<file path="config.mk">
export PLATFORM = sky130hd
export DESIGN_NAME = adder_share_arbiter
export DESIGN_NICKNAME = d
export VERILOG_FILES = /design/src/rtl/adder_share_arbiter.sv
export SDC_FILE = /design/constraint.sdc
export NUM_CORES = 1
export LEC_CHECK = 0
export BUFFER_PORTS_ARGS = -buffer_cell sky130_fd_sc_hd__buf_2
export CELL_PAD_IN_SITES_DETAIL_PLACEMENT = 0
export CELL_PAD_IN_SITES_GLOBAL_PLACEMENT = 2
export CORE_ASPECT_RATIO = 1.2
export CORE_MARGIN = 2
export CORE_UTILIZATION = 29
export DETAILED_ROUTE_END_ITERATION = 10
export PLACE_DENSITY_LB_ADDON = 0.1
export SYNTH_ARGS = -nofsm -noshare
export SYNTH_HDL_FRONTEND = slang
export SYNTH_SLANG_ARGS = --single-unit
</file>
<file path="constraint.sdc">
create_clock -name clk -period 5.6 [get_ports clk]
set_clock_uncertainty 0.2 [all_clocks]
set_input_delay 1.12 -clock clk [delete_from_list [all_inputs] [get_ports clk]]
set_output_delay 1.12 -clock clk [all_outputs]
set_load 0.02 [all_outputs]
</file>
<file path="src/rtl/adder_share_arbiter.sv">
// rtl/adder_share_arbiter.sv - round-robin sharing of one 32-bit CLA adder
// Carry registers are kept per requester so multiword add/sub can be chained.

module CarryLookAhead_Adder_32bit (
  input  logic [31:0] addend1_i,
  input  logic [31:0] addend2_i,
  input  logic        carry_in_i,
  output logic [31:0] sum_o,
  output logic        carry_out_o
);

  logic [31:0] g;
  logic [31:0] p;

  assign g = addend1_i & addend2_i;
  assign p = addend1_i ^ addend2_i;

  // 4-bit lookahead groups; group carries ripple between groups
  always_comb begin
    logic [32:0] c;
    c = '0;
    c[0] = carry_in_i;
    for (int grp = 0; grp < 8; grp++) begin
      c[4*grp+1] = g[4*grp] | (p[4*grp] & c[4*grp]);
      c[4*grp+2] = g[4*grp+1] | (p[4*grp+1] & g[4*grp])
                 | (p[4*grp+1] & p[4*grp] & c[4*grp]);
      c[4*grp+3] = g[4*grp+2] | (p[4*grp+2] & g[4*grp+1])
                 | (p[4*grp+2] & p[4*grp+1] & g[4*grp])
                 | (p[4*grp+2] & p[4*grp+1] & p[4*grp] & c[4*grp]);
      c[4*grp+4] = g[4*grp+3] | (p[4*grp+3] & g[4*grp+2])
                 | (p[4*grp+3] & p[4*grp+2] & g[4*grp+1])
                 | (p[4*grp+3] & p[4*grp+2] & p[4*grp+1] & g[4*grp])
                 | (p[4*grp+3] & p[4*grp+2] & p[4*grp+1] & p[4*grp] & c[4*grp]);
    end
    sum_o       = p ^ c[31:0];
    carry_out_o = c[32];
  end

endmodule

module adder_share_arbiter #(
  parameter int NREQ = 4,
  parameter int IDW  = $clog2(NREQ)
) (
  input  logic                 clk,
  input  logic                 rst,
  input  logic [NREQ-1:0]      req_valid,
  output logic [NREQ-1:0]      req_ready,
  input  logic [32*NREQ-1:0]   req_a,
  input  logic [32*NREQ-1:0]   req_b,
  input  logic [NREQ-1:0]      req_sub,
  input  logic [NREQ-1:0]      req_chain,
  output logic                 rsp_valid,
  input  logic                 rsp_ready,
  output logic [IDW-1:0]       rsp_id,
  output logic [31:0]          rsp_sum,
  output logic                 rsp_cout,
  output logic                 rsp_ovf,
  output logic                 busy
);

  typedef enum logic [1:0] {IDLE, EXEC, RESP} state_t;

  state_t          state_q, state_d;
  logic [IDW-1:0]  ptr_q, ptr_d;
  logic            gnt_found;
  logic [IDW-1:0]  gnt_idx;
  logic            capture;
  logic [31:0]     sel_a, sel_b;
  logic            sel_sub, sel_chain;

  logic [31:0]     a_q, b_q;
  logic            sub_q, chain_q;
  logic [IDW-1:0]  id_q;
  logic [NREQ-1:0] carry_q;

  logic [31:0]     rsp_sum_q;
  logic            rsp_cout_q, rsp_ovf_q;
  logic [IDW-1:0]  rsp_id_q;

  logic [31:0]     addend2;
  logic            carry_in;
  logic [31:0]     sum;
  logic            carry_out;

  // First valid requester at or after ptr, wrapping modulo NREQ
  always_comb begin
    gnt_found = 1'b0;
    gnt_idx   = '0;
    for (int k = 0; k < NREQ; k++) begin
      for (int i = 0; i < NREQ; i++) begin
        if (!gnt_found && req_valid[i] && (i == (int'(ptr_q) + k) % NREQ)) begin
          gnt_found = 1'b1;
          gnt_idx   = IDW'(i);
        end
      end
    end
  end

  always_comb begin
    sel_a     = '0;
    sel_b     = '0;
    sel_sub   = 1'b0;
    sel_chain = 1'b0;
    for (int i = 0; i < NREQ; i++) begin
      if (IDW'(i) == gnt_idx) begin
        sel_a     = req_a[32*i +: 32];
        sel_b     = req_b[32*i +: 32];
        sel_sub   = req_sub[i];
        sel_chain = req_chain[i];
      end
    end
  end

  always_comb begin
    state_d   = state_q;
    ptr_d     = ptr_q;
    req_ready = '0;
    capture   = 1'b0;
    case (state_q)
      IDLE: begin
        if (gnt_found) begin
          req_ready = NREQ'(1) << gnt_idx;
          capture   = 1'b1;
          ptr_d     = (gnt_idx == IDW'(NREQ - 1)) ? '0 : gnt_idx + IDW'(1);
          state_d   = EXEC;
        end
      end
      EXEC:    state_d = RESP;
      RESP:    if (rsp_ready) state_d = IDLE;
      default: state_d = IDLE;
    endcase
    if (rst) req_ready = '0;
  end

  assign addend2  = sub_q ? ~b_q : b_q;
  assign carry_in = chain_q ? carry_q[id_q] : sub_q;

  CarryLookAhead_Adder_32bit u_cla (
    .addend1_i   (a_q),
    .addend2_i   (addend2),
    .carry_in_i  (carry_in),
    .sum_o       (sum),
    .carry_out_o (carry_out)
  );

  always_ff @(posedge clk) begin
    if (rst) begin
      state_q    <= IDLE;
      ptr_q      <= '0;
      carry_q    <= '0;
      a_q        <= '0;
      b_q        <= '0;
      sub_q      <= 1'b0;
      chain_q    <= 1'b0;
      id_q       <= '0;
      rsp_sum_q  <= '0;
      rsp_cout_q <= 1'b0;
      rsp_ovf_q  <= 1'b0;
      rsp_id_q   <= '0;
    end else begin
      state_q <= state_d;
      ptr_q   <= ptr_d;
      if (capture) begin
        a_q     <= sel_a;
        b_q     <= sel_b;
        sub_q   <= sel_sub;
        chain_q <= sel_chain;
        id_q    <= gnt_idx;
      end
      if (state_q == EXEC) begin
        rsp_sum_q     <= sum;
        rsp_cout_q    <= carry_out;
        rsp_ovf_q     <= (a_q[31] == addend2[31]) & (sum[31] != a_q[31]);
        rsp_id_q      <= id_q;
        carry_q[id_q] <= carry_out;
      end
    end
  end

  assign rsp_valid = (state_q == RESP);
  assign busy      = (state_q != IDLE);
  assign rsp_sum   = rsp_sum_q;
  assign rsp_cout  = rsp_cout_q;
  assign rsp_ovf   = rsp_ovf_q;
  assign rsp_id    = rsp_id_q;

endmodule

</file>
==> metrics.md, run 1 <==
| Metric | Value |
|---|---|
| Placed Cells | `1666` |
| Hold Path Stages | `2` |
| DRT antenna net count | `0` |
| Commonest non-fill, non-tap cell in the layout | `buf_2` |
| Clock buffer count from CTS | `9` |
| Peak Freq | `238.9 MHz` |
| Worst skew pair latency | `0.36 ns` |
| Worst Slack Setup Final | `1.415 ns` |
| GRT Residual Overflow | `0` |
| Routed Wire Length | `29.24 mm` |
| Vias per cell | `4.708` |
| Synth Cell Area | `0.008014 mm2` |
| Post-synthesis xor/xnor area fraction | `5.792%` |
| Hpwl dp | `23.70 mm` |
| Routability cong. | `0.8358` |
| Post-synth cell types | `54` |
| Slew headroom | `36.76%` |
| Synth-to-layout area growth | `26.09%` |
| Synth Warn # | `0` |
| Leakage | `0.004530 uW` |
| CTS sink cnt | `112` |
| Required @ worst endpoint | `4.28 ns` |
| Highest-delay cell along the critical path | `ha_2` |
| Worst reg2reg startpoint | `sub_q$_SDFFE_PP0P_` |
| WS Path Type | `primary input to output pin` |
| Top FF cell, synth | `dfxtp_1` |
| Reg2reg end | `rsp_sum[16]$_SDFFE_PP0P_` |
| CP cell instances | `buf_2, inv_1, nor2_1, a21oi_1, o221a_2, inv_1, ha_2, and2_1, buf_2` |
| Compound-Gate Fraction of Synth Area | `24.86%` |
| Max clock buf depth | `2` |
| DR WL/cell | `17.34 um` |
| Hold Buf Count CTS | `0` |
| Die width | `155.8 um` |
| Comb pwr share | `50.9%` |
| First drt pass iteration count | `8` |
| RSZ-0062 raised after global routing | `false` |
| Worst reg2reg setup slack | `1.53 ns` |
| Area share of fa/ha/maj cells after synthesis | `7.619%` |
| # IOs | `313` |
| Rows | `66` |
| Worst setup EP type | `output pin` |
| Initial antenna violation count | `7` |
| Internal power | `1947 uW` |
| Net Sw Frac | `43.24%` |
| CTS tree | `built` |
| Crit path launch type | `primary input` |
| Mux cell area share after synthesis | `8.493%` |
| CTS clk-pin slew, worst paths | `0.07 ns` |
| Die Ht | `186.1 um` |
| First-pass GRT wire length | `44.22 mm` |
| Via count | `7938` |
| Final setup fails | `0` |
| Setup TNS | `0 ns` |
| Flops & latches, synth | `112` |
| Sequential share of power | `30.9%` |
| Slew Viols, Final | `0` |
| Initial Util | `29.50%` |
| CP peak stage delay | `0.58 ns` |
| PortBufs | `312` |
| Sequential share of the synthesized area | `27.98%` |
| Largest net degree at the start of global routing | `139` |
| Final Util | `37.19%` |
| Fin crit share | `74.74%` |
| Final hold violations | `0` |
| Slew @ Worst Pin | `0.9485 ns` |
| GRT Util Overall | `19.78%` |
| Clock power frac | `18.2%` |
| Post-synth ARST share | `0%` |
| Share of layout cells above drive strength 1 | `27.12%` |
| Post-Syn Nets | `1400` |
| Root buf cell | `clkbuf_16` |
| Maxcap violations | `0` |
| Hold Path End | `rsp_sum[2]$_SDFFE_PP0P_` |
| Starting DRC count in detailed routing | `317` |
| Filler cells | `2989` |
| Vias in the first global route | `7585` |
| Worst-path maximum fanout | `29` |
| Final std cells w/o fill | `1686` |
| Mapped Avg Cell Area | `7.386 um2` |
| Most frequent cells in the layout | `buf_2 (311), nand2_1 (175), nor2_1 (164)` |
| Core ar. | `0.02717 mm2` |
| Pwr Density | `339.4 mW/mm2` |
| Setup Buffers After CTS | `0` |
| Hold Startpoint | `rsp_sum[2]$_SDFFE_PP0P_` |
| EDFF count, synth | `0` |
| R2R depth | `11` |
| Worst EP arrival | `2.87 ns` |
| Die Area | `0.02899 mm2` |
| Mapped Cells | `1085` |
| Minimum clock period | `4.185 ns` |
| Largest family of logic cells by synthesized area | `compound AO/OA/AOI/OAI gates` |
| Worst hold slack | `0.2473 ns` |
| Simple-Gate Fraction of Synth Area | `19.80%` |
| Pre-CTS WS | `1.395 ns` |
| Sw power | `1483 uW` |
| Status | `finished, final reports clean` |
| Worst VDD drop | `0.0001492 V` |
| NumNets Final | `1652` |
| # DRC | `0` |
| PostCTS Resize Cnt | `0` |
| H-tree depth | `3` |
| Worst Hold Class | `flop to flop` |
kinds of logic (layout without fill, tap and decap cells):
logic type | Yosys count | count (layout)
AOI/OAI and AO/OA | 313 | 313
xor gates and xnor gates | 53 | 53
adders and majority gates | 44 | 44
buffers and inverters | 107 | 364
DFF | 112 | 112
muxes | 67 | 67
other | 0 | 4
and+or+nand+nor | 389 | 389
worst max-delay path by stage:
stage                                    end  depth (start not counted)               start  slack (ns)
floorplan                       req_ready[2]                          9        req_valid[0]        1.59
global placement                req_ready[0]                          9        req_valid[0]        1.38
detailed placement              req_ready[1]                          9        req_valid[0]        1.40
CTS                             req_ready[1]                          9        req_valid[0]        1.39
global route        rsp_sum[16]$_SDFFE_PP0P_                         11  sub_q$_SDFFE_PP0P_        1.03
finish                          req_ready[0]                          9        req_valid[0]        1.41
through the flow:
step	instance area, um2	power (uW)
global placement	9814	2830
floorplan	8014	2294
CTS	10090	3473
global route	10100	3742
detailed placement	9814	2837
finish	10100	3430
flip-flops by register name, indices dropped and copies added, names as in the netlist, 2 cells and up:
name and count:
state_q 2, ptr_q 2, id_q 2, rsp_id 2, rsp_sum 32, a_q 32
carry_q 4, b_q 32
final cells by class:
class / instances / area, um2 / area share (%)
antenna: 4 / 10.01 / 0.09906
clock buffer: 10 / 229.0 / 2.266
clock inverter: 6 / 51.30 / 0.5077
inverter: 24 / 90.09 / 0.8915
multi-input combinational: 866 / 5389 / 53.33
sequential: 112 / 2243 / 22.20
tap: 340 / 425.4 / 4.210
timing repair buffer: 324 / 1667 / 16.49
power by group through the flow:
stage	Clock, uW	Sequential [uW]	Combinational, uW
3_5_place_dp	0	1080	1750
3_3_place_gp	0	1080	1750
4_1_cts	647	1060	1760
5_1_grt	680	1080	1980
6_report	623	1060	1750
2_1_floorplan	0	1090	1210
worst max-delay path, delay by kind of cell:
| family | cells | cell delay (ns) |
|---|---|---|
| fa+ha+maj | 1 | 0.58 |
| simple gates | 2 | 0.32 |
| buf+inv | 4 | 0.45 |
| compound gates | 2 | 0.39 |
per-layer routing:
metal / wire [um] / share of wire [%] / vias to the layer above / GRT usage [%]
met5: 35 / 0.12 / - / 0
li1: - / - / 4275 / -
met3: 1938 / 6.6 / 17 / 4.121
met2: 12620 / 43 / 225 / 30.12
met4: 237 / 0.81 / 6 / 4.147
met1: 14410 / 49 / 3415 / 28.76
cell usage after synthesis (15+ instances only):
master,count,share of area [%]
inv_1,24,1.1
xnor2_1,15,1.6
nor2_1,165,7.7
mux2i_1,65,8.1
a211oi_1,78,7.3
buf_1,18,0.84
nand2_1,175,8.2
xor2_1,38,4.2
a21oi_1,106,6.6
clkbuf_1,58,2.7
dfxtp_1,112,28
ha_1,36,5.6
o21ai_0,81,5.1
Note: power is estimated with default switching activity, not from simulation.
==> inputs of run 2 (changes only) <==
--- a/config.mk
+++ b/config.mk
@@ -5,12 +5,13 @@
 export SDC_FILE = /design/constraint.sdc
 export NUM_CORES = 1
 export LEC_CHECK = 0
+export ABC_AREA = 1
 export BUFFER_PORTS_ARGS = -buffer_cell sky130_fd_sc_hd__buf_2
 export CELL_PAD_IN_SITES_DETAIL_PLACEMENT = 0
 export CELL_PAD_IN_SITES_GLOBAL_PLACEMENT = 2
 export CORE_ASPECT_RATIO = 1.2
 export CORE_MARGIN = 2
-export CORE_UTILIZATION = 29
+export CORE_UTILIZATION = 25
 export DETAILED_ROUTE_END_ITERATION = 10
 export PLACE_DENSITY_LB_ADDON = 0.1
 export SYNTH_ARGS = -nofsm -noshare
==> constraint.sdc (replaced) <==
create_clock -name clk -period 4 [get_ports clk]
set_clock_uncertainty 0.2 [all_clocks]
set_input_delay 0.8 -clock clk [delete_from_list [all_inputs] [get_ports clk]]
set_output_delay 0.8 -clock clk [all_outputs]
set_load 0.02 [all_outputs]
==> metrics.md, run 2 <==
| Metric | Value |
|---|---|
| Highest-delay cell along the critical path | `o21a_1` |
| Worst reg2reg setup slack | `0.21 ns` |
| Slew @ Worst Pin | `0.8081 ns` |
| Top cells by area, synth | `dfxtp_1 (28%), o21ai_0 (14%), nand2_1 (9.2%)` |
| Slew headroom | `46.05%` |
| NumNets Final | `1912` |
| GRT met3 Usage | `4.932%` |
| Sequential share of the synthesized area | `28.14%` |
| Slew Viols, Final | `0` |
| Violated checks | `negative setup slack` |
| Worst setup EP type | `output pin` |
| GRT Util Overall | `19.81%` |
| Vias per cell | `4.619` |
| Largest family of logic cells by synthesized area | `simple AND/OR/NAND/NOR gates` |
| Commonest non-fill, non-tap cell in the layout | `buf_2` |
| # DRC | `0` |
| GRT Residual Overflow | `0` |
| CTS sink cnt | `112` |
| Crit path launch type | `primary input` |
| Mapped Cells | `1252` |
| Clock buffer count from CTS | `9` |
| Mux cell area share after synthesis | `0%` |
| Internal power | `6058 uW` |
| Reg2reg end | `b_q[24]$_SDFFE_PP0P_` |
| Flops & latches, synth | `112` |
| Global route hottest layer | `met2` |
| Power consumption | `12290 uW` |
| CTS tree | `built` |
| List of most frequent post-synthesis cells | `o21ai_0 (221), nand2_1 (196), nor2_1 (191), a21oi_1 (115), dfxtp_1 (112)` |
| Area share of fa/ha/maj cells after synthesis | `7.663%` |
| Net Sw Frac | `50.73%` |
| Fin crit share | `100.6%` |
| Worst Hold Class | `flop to flop` |
| Worst VDD drop | `0.0004843 V` |
| Hpwl dp | `27.47 mm` |
| Clock power frac | `7.5%` |
| Setup TNS | `-0.07549 ns` |
| Hold Path End | `rsp_id[0]$_SDFFE_PP0P_` |
| CTS clk-pin slew, worst paths | `0.08 ns` |
| Worst Slack Setup Final | `-0.02391 ns` |
| M1 GR Usage | `26.65%` |
| Top FF cell, synth | `dfxtp_1` |
| Worst-path maximum fanout | `4` |
| Met2 Use GR | `31.61%` |
| Most frequent cells in the layout | `buf_2 (306), nand2_1 (190), nor2_1 (182)` |
| Worst reg2reg startpoint | `ptr_q[0]$_SDFFE_PP0P_` |
| Post-synth ARST share | `0%` |
| Core ar. | `0.03136 mm2` |
| Final Util | `35.99%` |
| Compound-Gate Fraction of Synth Area | `23.02%` |
| CP cell instances | `buf_4, nand2_2, nand3_2, nor3_2, o21a_1, nand3_1, nand2_2, nor2_4, nand2_2, nor3_4, nand2_2, nor2_4, buf_4, buf_4, buf_6, nand4_4, nand2_4, nor2_4, clkinv_4, nor2_4, buf_6` |
| Final setup fails | `4` |
| Simple-Gate Fraction of Synth Area | `26.66%` |
| CP peak stage delay | `0.22 ns` |
| Via count | `9280` |
| Maxcap violations | `0` |
| Largest net degree at the start of global routing | `78` |
| EDFF count, synth | `0` |
| Final hold violations | `0` |
| Routed Wire Length | `35.19 mm` |
| Synth-to-layout area growth | `41.66%` |
| Placed Cells | `1963` |
| Die width | `167.0 um` |
| WS Path Type | `primary input to output pin` |
| Synth Warn # | `0` |
| Hold Buf Count CTS | `0` |
| Routability cong. | `0.8443` |
| Worst skew pair latency | `0.36 ns` |
| Most frequent cell after synthesis | `o21ai_0` |
| Post-Syn Nets | `1567` |
| DR WL/cell | `17.51 um` |
| Status | `finished, violations left` |
| Max clock buf depth | `2` |
| Initial Util | `25.41%` |
| Die Area | `0.03332 mm2` |
| Worst EP arrival | `3.02 ns` |
| Starting DRC count in detailed routing | `450` |
| Rows | `71` |
| Comb pwr share | `76.2%` |
| Sw power | `6236 uW` |
| Sequential share of power | `16.3%` |
| Peak Freq | `248.5 MHz` |
| Post-synthesis xor/xnor area fraction | `5.716%` |
| Hold Path Stages | `2` |
| R2R depth | `26` |
| RSZ-0062 raised after global routing | `true` |
| Leakage | `0.005671 uW` |
| Initial antenna violation count | `15` |
| Top cell type's share of synthesized area | `28.14%` |
| Synth Cell Area | `0.007968 mm2` |
| H-tree depth | `3` |
| Yosys top cell by area | `dfxtp_1` |
| Die Ht | `199.6 um` |
| PortBufs | `312` |
| Vias in the first global route | `8997` |
| Minimum clock period | `4.024 ns` |
| Mapped Avg Cell Area | `6.364 um2` |
| Final std cells w/o fill | `2009` |
| Required @ worst endpoint | `3.00 ns` |
| First drt pass iteration count | `5` |
| Hold Startpoint | `rsp_id[0]$_SDFFE_PP0P_` |
| DRT antenna net count | `0` |
| Share of layout cells above drive strength 1 | `30.90%` |
| Root buf cell | `clkbuf_16` |
| First-pass GRT wire length | `51.34 mm` |
| Post-synth cell types | `39` |
| Pwr Density | `1089 mW/mm2` |
| # IOs | `313` |
==> run 2: cell count changes after synthesis, moves of 7 or more <==
| cell | previous run | this run |
|---|---|---|
| nand2_1 | 175 | 196 |
| a211oi_1 | 78 | 0 |
| xnor2_1 | 15 | 8 |
| buf_2 | 1 | 10 |
| nand2b_1 | 8 | 0 |
| o21ai_0 | 81 | 221 |
| o21ai_1 | 3 | 10 |
| mux2i_1 | 65 | 0 |
| buf_1 | 18 | 11 |
| nor2_1 | 165 | 191 |
| nand3_1 | 4 | 103 |
| a21oi_1 | 106 | 115 |
| inv_1 | 24 | 89 |
==> run 2: layout make-up <==
cell class | instances | area [um2]
clock inverter | 6 | 67.56
sequential | 112 | 2251
clock buffer | 10 | 229.0
fill | 3542 | 20070
inverter | 90 | 350.3
multi-input combinational | 964 | 5210
timing repair buffer | 420 | 2663
antenna | 6 | 15.01
tap | 401 | 501.7
==> run 2: kinds of logic (layout without fill, tap and decap cells) <==
family,Yosys count,after routing
other,0,6
adder cells (fa/ha/maj),44,44
AO/OA/AOI/OAI,359,359
flip-flops,112,112
XOR/XNOR,52,52
AND/OR/NAND/NOR,509,509
buffers and inverters,176,526
==> run 2: per-stage QoR <==
step	hold slack (ns)	setup slack [ns]	instance area (um2)
floorplan	0.2618	0.02460	7969
global placement	0.2504	-0.2027	10450
detailed placement	0.2531	-0.2608	10450
CTS	0.2661	-0.02592	10840
global route	0.2941	-0.1975	11280
finish	0.2641	-0.02391	11290
==> run 2: repair_timing <==
item | CTS | global route
pin swaps | 3 | 34
buffers inserted | 4 | 15
cloned | 0 | 5
hold endpoints to repair | 0 | 0
setup endpoints to repair | 5 | 44
resized for setup | 22 | 120
==> run 2: how the worst max path moves through the flow <==
stage | startpoint | to | depth (start not counted)
after floorplan | req_valid[3] | req_ready[2] | 18
after global placement | req_valid[3] | a_q[1]$_SDFFE_PP0P_ | 22
after detailed placement | req_valid[3] | a_q[1]$_SDFFE_PP0P_ | 22
after CTS | req_valid[0] | req_ready[1] | 19
after global routing | req_valid[1] | req_ready[3] | 19
final | req_valid[1] | req_ready[2] | 21
==> run 2: power groups by stage <==
stage	logic [uW]	registers, uW	clock network (uW)
CTS	8630	2010	969
finish	9370	2000	926
detailed placement	8510	2020	0
global placement	8500	2020	0
global route	10500	2060	1010
floorplan	5070	1980	0
==> run 2: routing by layer <==
layer | part of all wire, % | vias to the layer above | routed length, um
li1 | - | 4846 | -
met1 | 47 | 4126 | 16470
met2 | 45 | 250 | 16000
met3 | 6.1 | 42 | 2130
met4 | 1.4 | 16 | 493
met5 | 0.25 | - | 89
==> run 2: critical path: cells and delay by family <==
kind	cells	cell delay (ns)
compound gates	1	0.22
simple gates	14	1.27
buf+inv	6	0.72
==> inputs of run 3 (changes only) <==
--- a/config.mk
+++ b/config.mk
@@ -9,9 +9,8 @@
 export BUFFER_PORTS_ARGS = -buffer_cell sky130_fd_sc_hd__buf_2
 export CELL_PAD_IN_SITES_DETAIL_PLACEMENT = 0
 export CELL_PAD_IN_SITES_GLOBAL_PLACEMENT = 2
-export CORE_ASPECT_RATIO = 1.2
 export CORE_MARGIN = 2
-export CORE_UTILIZATION = 25
+export CORE_UTILIZATION = 23
 export DETAILED_ROUTE_END_ITERATION = 10
 export PLACE_DENSITY_LB_ADDON = 0.1
 export SYNTH_ARGS = -nofsm -noshare
==> constraint.sdc (replaced) <==
create_clock -name clk -period 3.7 [get_ports clk]
set_clock_uncertainty 0.2 [all_clocks]
set_input_delay 0.74 -clock clk [delete_from_list [all_inputs] [get_ports clk]]
set_output_delay 0.74 -clock clk [all_outputs]
set_load 0.02 [all_outputs]
==> metrics.md, run 3 (same netlist as run 2, synthesis figures left out) <==
| Metric | Value |
|---|---|
| Clock buffer count from CTS | `9` |
| Die Ht | `190.1 um` |
| Peak Freq | `260.1 MHz` |
| Levels on crit path | `20` |
| Maxcap violations | `0` |
| Slew Viols, Final | `0` |
| Hold Path Stages | `2` |
| Internal power | `7429 uW` |
| Pre-CTS WS | `-0.6330 ns` |
| Violated checks | `negative setup slack` |
| Die Area | `0.03615 mm2` |
| Worst reg2reg startpoint | `ptr_q[1]$_SDFFE_PP0P_` |
| CTS tree | `built` |
| Worst skew pair latency | `0.36 ns` |
| H-tree depth | `3` |
| Rows | `68` |
| Crit path launch type | `primary input` |
| Worst-path maximum fanout | `3` |
| Hold Startpoint | `rsp_ovf$_SDFFE_PP0P_` |
| Commonest non-fill, non-tap cell in the layout | `buf_2` |
| Hpwl dp | `29.57 mm` |
| WS Path Type | `primary input to output pin` |
| Clock power frac | `6.8%` |
| GRT Residual Overflow | `0` |
| Slew headroom | `45.50%` |
| Leakage | `0.005935 uW` |
| DR WL/cell | `18.51 um` |
| CTS sink cnt | `112` |
| Worst EP arrival | `2.90 ns` |
| Highest-delay cell along the critical path | `nand3b_1` |
| Via count | `9441` |
| Starting DRC count in detailed routing | `458` |
| Status | `finished, violations left` |
| Vias per cell | `4.559` |
| Worst VDD drop | `0.0005161 V` |
| Most frequent cells in the layout | `buf_2 (306), nor2_1 (180), nand2_1 (175)` |
| NumNets Final | `1921` |
| Synth-to-layout area growth | `54.33%` |
| Worst setup EP type | `output pin` |
| Final hold violations | `0` |
| Required @ worst endpoint | `2.76 ns` |
| Slew @ Worst Pin | `0.8164 ns` |
| R2R depth | `28` |
| CP bufs+invs | `7` |
| # DRC | `0` |
| Net Sw Frac | `51.46%` |
| Core ar. | `0.03429 mm2` |
| Hold Buf Count CTS | `0` |
| Max clock buf depth | `2` |
| CP startpoint | `req_valid[3]` |
| Top delay family on crit path | `simple AND/OR/NAND/NOR gates` |
| Initial antenna violation count | `12` |
| PortBufs | `312` |
| DRT antenna net count | `0` |
| Worst Hold Class | `flop to flop` |
| Vias in the first global route | `9110` |
| GRT Util Overall | `19.99%` |
| RSZ-0062 raised after global routing | `true` |
| Routability cong. | `0.8918` |
| CTS clk-pin slew, worst paths | `0.08 ns` |
| First drt pass iteration count | `5` |
| CP cell instances | `buf_2, inv_2, nor2_4, nor3_4, o21a_1, nand3_1, nand2_2, nor2_4, nand2_2, nor3_4, buf_4, nand2_2, nand3_2, nand3b_1, inv_2, ha_4, inv_4, buf_6, nor2_4, buf_6` |
| Die width | `190.1 um` |
| Sequential share of power | `14.0%` |
| Fin crit share | `103.9%` |
| Final Util | `35.86%` |
| Initial Util | `23.24%` |
| Sw power | `7875 uW` |
| Comb pwr share | `79.2%` |
| Share of layout cells above drive strength 1 | `41.34%` |
| Minimum clock period | `3.844 ns` |
| Root buf cell | `clkbuf_16` |
| Pwr Density | `1245 mW/mm2` |
| Final setup fails | `19` |
| Worst Slack Setup Final | `-0.1443 ns` |
| Routed Wire Length | `38.34 mm` |
| First-pass GRT wire length | `54.94 mm` |
| Power consumption | `15300 uW` |
| # IOs | `313` |
| Largest net degree at the start of global routing | `58` |
| CP peak stage delay | `0.22 ns` |
run 3: cell count changes in the layout (fill, tap and decap cells not counted), sizes merged:
cell    delta
clkbuf     +2
clkinv     -1
buf        +7
diode      -1
inv        +1
run 3: worst min-delay path: stages, from the launching register on:
cell and delay, ns:
dfxtp_1 0.31, nand2_1 0.06, a21oi_1 0.05
run 3: per-layer routing:
layer | up-vias | routed length (um) | global-route usage, % | share of wire [%]
li1 | 4872 | - | - | -
met1 | 4253 | 18850 | 28.95 | 49
met2 | 259 | 16640 | 30.11 | 43
met3 | 47 | 2051 | 4.261 | 5.3
met4 | 10 | 755 | 4.532 | 2.0
met5 | - | 44 | 0 | 0.11
run 3: power groups by stage:
stage / clock network (uW) / registers, uW / logic [uW]
after floorplan: 0 / 2140 / 5490
after global placement: 0 / 2150 / 9300
after detailed placement: 0 / 2170 / 9280
after CTS: 1080 / 2150 / 9860
after global routing: 1120 / 2220 / 13300
final: 1040 / 2150 / 12100
run 3: area by class of cell:
cell class | count | area (um2)
fillers | 3827 | 21990
multi-input cells | 964 | 5917
repair buffers | 429 | 2883
flip-flops and latches | 112 | 2253
well taps | 455 | 569.3
inverters | 90 | 355.3
clock buffers | 10 | 239.0
clock inverters | 6 | 67.56
diodes | 5 | 12.51
run 3: stage by stage:
stage | hold WS [ns] | instances | area [um2] | TNS [ns]
2_1_floorplan | 0.2618 | 1252 | 7980 | -0.04591
3_3_place_gp | 0.2580 | 2011 | 10510 | -18.24
3_5_place_dp | 0.2573 | 2011 | 10510 | -23.40
4_1_cts | 0.2705 | 2048 | 11180 | -0.6365
5_1_grt | 0.2896 | 2068 | 12290 | -6.651
6_report | 0.2675 | 2071 | 12300 | -0.8978
run 3: timing repair:
action / CTS / global route
cloned: 1 / 9
setup endpoints to repair: 49 / 72
gates resized for setup: 84 / 360
pin swaps: 16 / 112
buffers inserted: 20 / 15
run 3: worst paths after layout:
kind                          end  slack [ns]
max                  req_ready[1]       -0.14
min          rsp_ovf$_SDFFE_PP0P_        0.27
max reg2reg  b_q[10]$_SDFFE_PP0P_       -0.08
min reg2reg  rsp_ovf$_SDFFE_PP0P_        0.27
